<file path="src/rtl/audio_out_arbiter_if.sv">
// ============================================================================
// audio_out_arbiter_if : producer / DAC-path signal bundle for audio_out_arbiter
// Rev 1.0
// ============================================================================
`default_nettype none

interface audio_out_arbiter_if #(
  parameter int DATA_W = 32,
  parameter int CNT_W  = 16
);
  logic              req0_valid;
  logic [DATA_W-1:0] req0_left;
  logic [DATA_W-1:0] req0_right;
  logic              req0_ready;
  logic              req1_valid;
  logic [DATA_W-1:0] req1_left;
  logic [DATA_W-1:0] req1_right;
  logic              req1_ready;
  logic              mute;
  logic              audio_out_allowed;
  logic              write_audio_out;
  logic [DATA_W-1:0] left_channel_audio_out;
  logic [DATA_W-1:0] right_channel_audio_out;
  logic [1:0]        grant;
  logic [CNT_W-1:0]  sample_count;

  modport master (
    output req0_valid, req0_left, req0_right, req1_valid, req1_left, req1_right,
           mute, audio_out_allowed,
    input  req0_ready, req1_ready, write_audio_out, left_channel_audio_out,
           right_channel_audio_out, grant, sample_count
  );

  modport slave (
    input  req0_valid, req0_left, req0_right, req1_valid, req1_left, req1_right,
           mute, audio_out_allowed,
    output req0_ready, req1_ready, write_audio_out, left_channel_audio_out,
           right_channel_audio_out, grant, sample_count
  );
endinterface

`default_nettype wire

</file>
<file path="src/rtl/audio_out_arbiter.sv">
// ============================================================================
// audio_out_arbiter : round-robin sharing of the Audio_Controller output path
// Optional mixing of simultaneous requests: define AUDIO_ARB_MIX_EN.  Rev 1.0
// ============================================================================
`default_nettype none

module audio_out_arbiter #(
  parameter int DATA_W = 32,
  parameter int CNT_W  = 16
) (
  input  wire               CLOCK_50,
  input  wire               reset,
  audio_out_arbiter_if.slave bus
);

  typedef enum logic {
    S_EMPTY = 1'b0,
    S_FULL  = 1'b1
  } state_t;

  state_t            state_q;
  logic              last_q, last_d;
  logic [DATA_W-1:0] left_q, left_d;
  logic [DATA_W-1:0] right_q, right_d;
  logic [1:0]        grant_q, grant_d;
  logic [CNT_W-1:0]  cnt_q;

  logic w_empty, w_any, w_pick1, w_mix;

  assign w_empty = (state_q == S_EMPTY);
  assign w_any   = bus.req0_valid | bus.req1_valid;
  // Requester 1 wins when alone, or when both ask and requester 0 went last.
  assign w_pick1 = bus.req1_valid & (~bus.req0_valid | ~last_q);

`ifdef AUDIO_ARB_MIX_EN
  logic signed [DATA_W-1:0] w_mix_left, w_mix_right;
  assign w_mix       = bus.req0_valid & bus.req1_valid;
  // Halving each input first keeps the sum inside DATA_W.
  assign w_mix_left  = ($signed(bus.req0_left)  >>> 1) + ($signed(bus.req1_left)  >>> 1);
  assign w_mix_right = ($signed(bus.req0_right) >>> 1) + ($signed(bus.req1_right) >>> 1);
`else
  assign w_mix = 1'b0;
`endif

  assign bus.req0_ready = w_empty & bus.req0_valid & (~w_pick1 | w_mix);
  assign bus.req1_ready = w_empty & bus.req1_valid & ( w_pick1 | w_mix);

  assign bus.write_audio_out         = (state_q == S_FULL) & bus.audio_out_allowed;
  assign bus.left_channel_audio_out  = left_q;
  assign bus.right_channel_audio_out = right_q;
  assign bus.grant                   = grant_q;
  assign bus.sample_count            = cnt_q;

  always_comb begin
    left_d  = left_q;
    right_d = right_q;
    grant_d = grant_q;
    last_d  = last_q;
`ifdef AUDIO_ARB_MIX_EN
    if (w_mix) begin
      left_d  = w_mix_left;
      right_d = w_mix_right;
      grant_d = 2'b11;
    end else
`endif
    if (w_pick1) begin
      left_d  = bus.req1_left;
      right_d = bus.req1_right;
      grant_d = 2'b10;
      last_d  = 1'b1;
    end else begin
      left_d  = bus.req0_left;
      right_d = bus.req0_right;
      grant_d = 2'b01;
      last_d  = 1'b0;
    end
    if (bus.mute) begin
      left_d  = '0;
      right_d = '0;
    end
  end

  always_ff @(posedge CLOCK_50 or negedge reset) begin
    if (!reset) begin
      state_q <= S_EMPTY;
      last_q  <= 1'b1;
      left_q  <= '0;
      right_q <= '0;
      grant_q <= 2'b00;
      cnt_q   <= '0;
    end else begin
      case (state_q)
        S_EMPTY: begin
          if (w_any) begin
            state_q <= S_FULL;
            left_q  <= left_d;
            right_q <= right_d;
            grant_q <= grant_d;
            last_q  <= last_d;
          end
        end
        S_FULL: begin
          if (bus.audio_out_allowed) begin
            state_q <= S_EMPTY;
            grant_q <= 2'b00;
            cnt_q   <= cnt_q + {{(CNT_W-1){1'b0}}, 1'b1};
          end
        end
        default: state_q <= S_EMPTY;
      endcase
    end
  end

endmodule

`default_nettype wire

</file>
<file path="src/flat_wrapper.sv">
// flat-port wrapper written by rule: the top's interface ports become plain ports
module audio_out_arbiter_flat 
#(
  parameter int DATA_W = 32,
  parameter int CNT_W  = 16
)
  (CLOCK_50, reset, bus_req0_valid, bus_req0_left, bus_req0_right, bus_req1_valid, bus_req1_left, bus_req1_right, bus_mute, bus_audio_out_allowed, bus_req0_ready, bus_req1_ready, bus_write_audio_out, bus_left_channel_audio_out, bus_right_channel_audio_out, bus_grant, bus_sample_count);
  audio_out_arbiter_if #(.DATA_W(DATA_W), .CNT_W(CNT_W)) bus_i ();
  input  wire CLOCK_50;
  input  wire reset;
  input wire logic [$bits(bus_i.req0_valid)-1:0] bus_req0_valid;
  input wire logic [$bits(bus_i.req0_left)-1:0] bus_req0_left;
  input wire logic [$bits(bus_i.req0_right)-1:0] bus_req0_right;
  input wire logic [$bits(bus_i.req1_valid)-1:0] bus_req1_valid;
  input wire logic [$bits(bus_i.req1_left)-1:0] bus_req1_left;
  input wire logic [$bits(bus_i.req1_right)-1:0] bus_req1_right;
  input wire logic [$bits(bus_i.mute)-1:0] bus_mute;
  input wire logic [$bits(bus_i.audio_out_allowed)-1:0] bus_audio_out_allowed;
  output wire logic [$bits(bus_i.req0_ready)-1:0] bus_req0_ready;
  output wire logic [$bits(bus_i.req1_ready)-1:0] bus_req1_ready;
  output wire logic [$bits(bus_i.write_audio_out)-1:0] bus_write_audio_out;
  output wire logic [$bits(bus_i.left_channel_audio_out)-1:0] bus_left_channel_audio_out;
  output wire logic [$bits(bus_i.right_channel_audio_out)-1:0] bus_right_channel_audio_out;
  output wire logic [$bits(bus_i.grant)-1:0] bus_grant;
  output wire logic [$bits(bus_i.sample_count)-1:0] bus_sample_count;
  assign bus_i.req0_valid = bus_req0_valid;
  assign bus_i.req0_left = bus_req0_left;
  assign bus_i.req0_right = bus_req0_right;
  assign bus_i.req1_valid = bus_req1_valid;
  assign bus_i.req1_left = bus_req1_left;
  assign bus_i.req1_right = bus_req1_right;
  assign bus_i.mute = bus_mute;
  assign bus_i.audio_out_allowed = bus_audio_out_allowed;
  assign bus_req0_ready = bus_i.req0_ready;
  assign bus_req1_ready = bus_i.req1_ready;
  assign bus_write_audio_out = bus_i.write_audio_out;
  assign bus_left_channel_audio_out = bus_i.left_channel_audio_out;
  assign bus_right_channel_audio_out = bus_i.right_channel_audio_out;
  assign bus_grant = bus_i.grant;
  assign bus_sample_count = bus_i.sample_count;
  audio_out_arbiter #(.DATA_W(DATA_W), .CNT_W(CNT_W)) u_core (.CLOCK_50(CLOCK_50), .reset(reset), .bus(bus_i));
endmodule
</file>
<file path="config.mk">
export PLATFORM = sky130hd
export DESIGN_NAME = audio_out_arbiter_flat
export DESIGN_NICKNAME = d
export VERILOG_FILES = /design/src/rtl/audio_out_arbiter_if.sv /design/src/rtl/audio_out_arbiter.sv /design/src/flat_wrapper.sv
export SDC_FILE = /design/constraint.sdc
export NUM_CORES = 1
export LEC_CHECK = 0
export CAP_MARGIN = 15
export CELL_PAD_IN_SITES_DETAIL_PLACEMENT = 1
export CELL_PAD_IN_SITES_GLOBAL_PLACEMENT = 2
export CORE_ASPECT_RATIO = 0.6
export CORE_UTILIZATION = 22
export CTS_CLUSTER_DIAMETER = 60
export DETAILED_ROUTE_END_ITERATION = 16
export PLACE_DENSITY_LB_ADDON = 0.05
export RECOVER_POWER = 25
export REMOVE_ABC_BUFFERS = 1
export SETUP_SLACK_MARGIN = 0.1
export SYNTH_ARGS = -nofsm -noshare
export SYNTH_HDL_FRONTEND = slang
export SYNTH_SLANG_ARGS = --single-unit
</file>
<file path="constraint.sdc">
create_clock -name CLOCK_50 -period 1.95 [get_ports CLOCK_50]
set_clock_uncertainty 0.05 [all_clocks]
set_input_delay 0.39 -clock CLOCK_50 [delete_from_list [all_inputs] [get_ports CLOCK_50]]
set_output_delay 0.39 -clock CLOCK_50 [all_outputs]
set_load 0.05 [all_outputs]
</file>
# [Word-level counts from Yosys, hierarchy flattened]
# Cells that the tools add are included.
[op_classes] addsub=1 reduce_logical=3 bitwise=12 mux=12 eq_ne=2
[op_table] op="$mux 32" n=4
[op_table] op="$add 16x1->16 const B" n=1
[op_table] op="$and 1x1->1" n=6
[op_table] op="$mux 2" n=3
[op_table] op="$reduce_and 2->1" n=3
[op_table] op="$ne 2x2->1 const B" n=2
[op_table] op="$not 1->1" n=4
[op_table] op="$pmux 2 s2" n=1
[op_table] op="$mux 1" n=3
[op_table] op="$or 1x1->1" n=2
[op_table] op="$pmux 1 s2" n=1
[word_totals] register_bits=84 elab_cells=36 output_inout_bits=85

# [Logic depth before layout (Yosys ltp)]
[logic_depth] depth_word=6 ltp_mapped=6

# [Worst setup path before layout]
# OpenSTA, ideal clock, no wires.
[synth_timing] kind="register -> output" startpoint="register u_core.last_q" endpoint="output bus_req0_ready" path_buffers=2 path_stages_with_launch=5 slack_ps=-59 required_time_ps=1510 arrival_time_ps=1569 path_cell_list="dfstp_2 -> a21oi_2 -> buf_6 -> buf_4 -> nor2_1"
[synth_between] elab_chain_len=5
[synth_rtl] element="start: declaration" line_no="audio_out_arbiter.sv:22" rtl="logic last_q, last_d;"
[synth_rtl] element="start signal: assignment" line_no="audio_out_arbiter.sv:99" rtl="last_q <= last_d;"
[synth_rtl] element="$not 1->1" line_no="audio_out_arbiter.sv:33" rtl="assign w_pick1 = bus.req1_valid & (~bus.req0_valid | ~last_q);"
[synth_rtl] element="$or 1x1->1" line_no="audio_out_arbiter.sv:33"
[synth_rtl] element="$and 1x1->1" line_no="audio_out_arbiter.sv:33"
[synth_rtl] element="$not 1->1" line_no="audio_out_arbiter.sv:45" rtl="assign bus.req0_ready = w_empty & bus.req0_valid & (~w_pick1 | w_mix);"
[synth_rtl] element="$and 1x1->1" line_no="audio_out_arbiter.sv:45"
[synth_rtl] element="end: declaration" line_no="flat_wrapper.sv:19" rtl="output wire logic [$bits(bus_i.req0_ready)-1:0] bus_req0_ready;"
# Every way passes these cells.

# [Final worst setup path]
# Ends and elaborated chain as after synthesis.

==> run metrics <==
nets=730; largest net degree at the start of global routing=38; number of global-route vias before repair=3611; Die Y=105.7 um; final antenna-violating net count=0; number of synthesized flops with an enable pin=0; DR vias=3475; period utilization=93.85%; vias per cell=4.167; CTS tree=done; Max Slew Vio Count=0; final std cells w/o fill=834; full die area=0.01847 mm2; pre-CTS setup slack=-125.2 ps; HP Class=reg2reg; final worst slack=119.9 ps; Yosys Warn Count=0; Async S/R FF share, synth=100.0%; most frequent cells in the layout=clkdlybuf4s50_1 (130), dfrtp_1 (83), buf_4 (81); CP Capture Type=output pin; initial DRC count=148; Antenna Cells=0; RePlAce Congestion=0.7521; slew margin rel.=40.21%; Die X=174.8 um; post-route cell area=0.006750 mm2; Syn Area/Cell=11.07 um2; Synth top area share=52.70%; layout cells sized above 1=22.67%; Seq cells post-synth=84; cell count after placement=815; core box area=0.01731 mm2; Max Buffers Root-to-Sink=2; top post-synthesis cells by area=dfrtp_1 (53%), mux2i_1 (16%), nand2_1 (6.8%), o21ai_1 (5.6%), o21ai_2 (4.4%); Cell variety after synth=34; total global-route track usage=15.22%; port bufs=218; HPWL Detailed=10410 um; pwr/cell area=1038 mW/mm2; DRC=0; crit path time final=1830 ps; register area share after synthesis=53.37%; actual slew at the worst max-slew pin=896.9 ps; type of element launching the critical path=register; unrepaired setup endpoints after global routing=false; first-pass iteration count of the detailed router=4; Post-Route WL=13710 um; VDD IR max=0.4035 mV; antenna violations before repair=0; critical path fanouts, max=3; # setup viols final=0; Max Fclk=0.5464 GHz; run status=finished, final reports clean; critical path type=reg2out; num rows=37; I/O pin total=219; reg2reg setup slack=240 ps; total grt overflow=0; Util after Layout=38.99%; Critical Path AT=1390 ps; Leak=0.003181 uW; worst path required time=1510 ps; Fill cells=1950; root buffer cell=clkbuf_16; H-tree depth=3; Top FF cell, synth=dfrtp_1; synthesized cell area=0.003941 mm2; final hold vios=0; Initial Util=22.76%; cell accounting for the most synthesized area=dfrtp_1; wire per inst=16.44 um; first-pass GRT wire length=21640 um; commonest non-fill, non-tap cell in the layout=clkdlybuf4s50_1; worst skew pair latency=340 ps; Max-Cap Viols=0; Fin Setup TNS=0 ps; Post-Syn Instances=356; clk slew on worst S/H paths=60 ps; CTS buffer count=9; DP Area=0.006435 mm2; P&R area growth vs syn=71.27%; clock sink count=84
-- stage by stage --
step	hold WS [ps]	total power, uW
6_report	420.6	7004
5_1_grt	450.5	7389
4_1_cts	423.5	7142
3_5_place_dp	335.5	5294
3_3_place_gp	324.1	5246
2_1_floorplan	44.41	4048
-- synthesized netlist by cell type, types with 2 or more instances --
| library cell | count |
|---|---|
| and2_1 | 2 |
| and3_1 | 3 |
| and4_1 | 3 |
| buf_2 | 3 |
| buf_4 | 3 |
| buf_6 | 10 |
| clkbuf_1 | 5 |
| dfrtp_1 | 83 |
| mux2i_1 | 64 |
| nand2_1 | 71 |
| nand2b_1 | 3 |
| nand4_1 | 5 |
| nor2_1 | 5 |
| o21ai_1 | 44 |
| o21ai_2 | 20 |
| xnor2_1 | 9 |
| xor2_1 | 6 |
-- power breakdown --
part	switching (uW)	leakage [uW]	internal [uW]	total (uW)
clock	734	0.000155	1110	1840
combinational	1820	0.00193	1040	2870
sequential	234	0.00110	2060	2300
-- cells by family after synthesis --
group / Yosys count / synth area share (%)
and+or+nand+nor: 97 / 10.73
adders and majority gates: 1 / 0.3174
buffers and inverters: 24 / 4.571
xor gates and xnor gates: 15 / 3.333
muxes: 65 / 16.54
AOI/OAI and AO/OA: 70 / 11.14
DFF: 84 / 53.37
-- final timing paths --
| check | from | end | cells after the start |
|---|---|---|---|
| worst max-delay path | u_core.last_q$_DFFE_PN1P_ | bus_req0_ready | 4 |
| worst min-delay path | u_core.bus.right_channel_audio_out[22]$_DFFE_PN0P_ | u_core.bus.right_channel_audio_out[22]$_DFFE_PN0P_ | 2 |
| worst max register to register | u_core.last_q$_DFFE_PN1P_ | u_core.bus.left_channel_audio_out[0]$_DFFE_PN0P_ | 6 |
| worst min register to register | u_core.bus.right_channel_audio_out[22]$_DFFE_PN0P_ | u_core.bus.right_channel_audio_out[22]$_DFFE_PN0P_ | 2 |
| max in group asynchronous | reset | u_core.last_q$_DFFE_PN1P_ | 3 |
| min in group asynchronous | reset | u_core.bus.sample_count[15]$_DFFE_PN0P_ | 2 |
-- cell type report --
type                    count  area, um2  area share (%)
multi-input cells         248       1692           25.06
flip-flops and latches     84       2103           31.16
repair buffers            250       2333           34.57
clock buffers              12      266.5           3.948
clock inverters             4      55.05          0.8156
well taps                 234      292.8           4.337
inverters                   2      7.507          0.1112
-- per-layer routing --
metal / share of wire, % / up-vias / GRT usage, %
met5: 0 / - / 0
met4: 0.34 / 0 / 2.981
met3: 8.1 / 6 / 6.061
met2: 42 / 129 / 22.34
met1: 49 / 1642 / 20.95
li1: - / 1698 / -
-- critical path: stages, from the launching register on --
cell     delay [ps]
dfstp_1         590
a21oi_4          90
buf_12          130
nor2_4           90
buf_6           160
-- flip-flops by register name, summed over array words and instances, names as in the netlist --
register / cells
u_core.last_q: 1
u_core.bus.left_channel_audio_out: 32
u_core.state_q: 1
u_core.bus.grant: 2
u_core.bus.right_channel_audio_out: 32
u_core.bus.sample_count: 16
-- timing repair --
action / CTS / global route
endpoints found under the hold margin: 30 / 0
gates resized for setup: 29 / 3
hold buffers: 1 / 0
endpoints found under the setup margin: 25 / 2
buffers inserted: 2 / 0
Power figures use the tool's default switching activity.
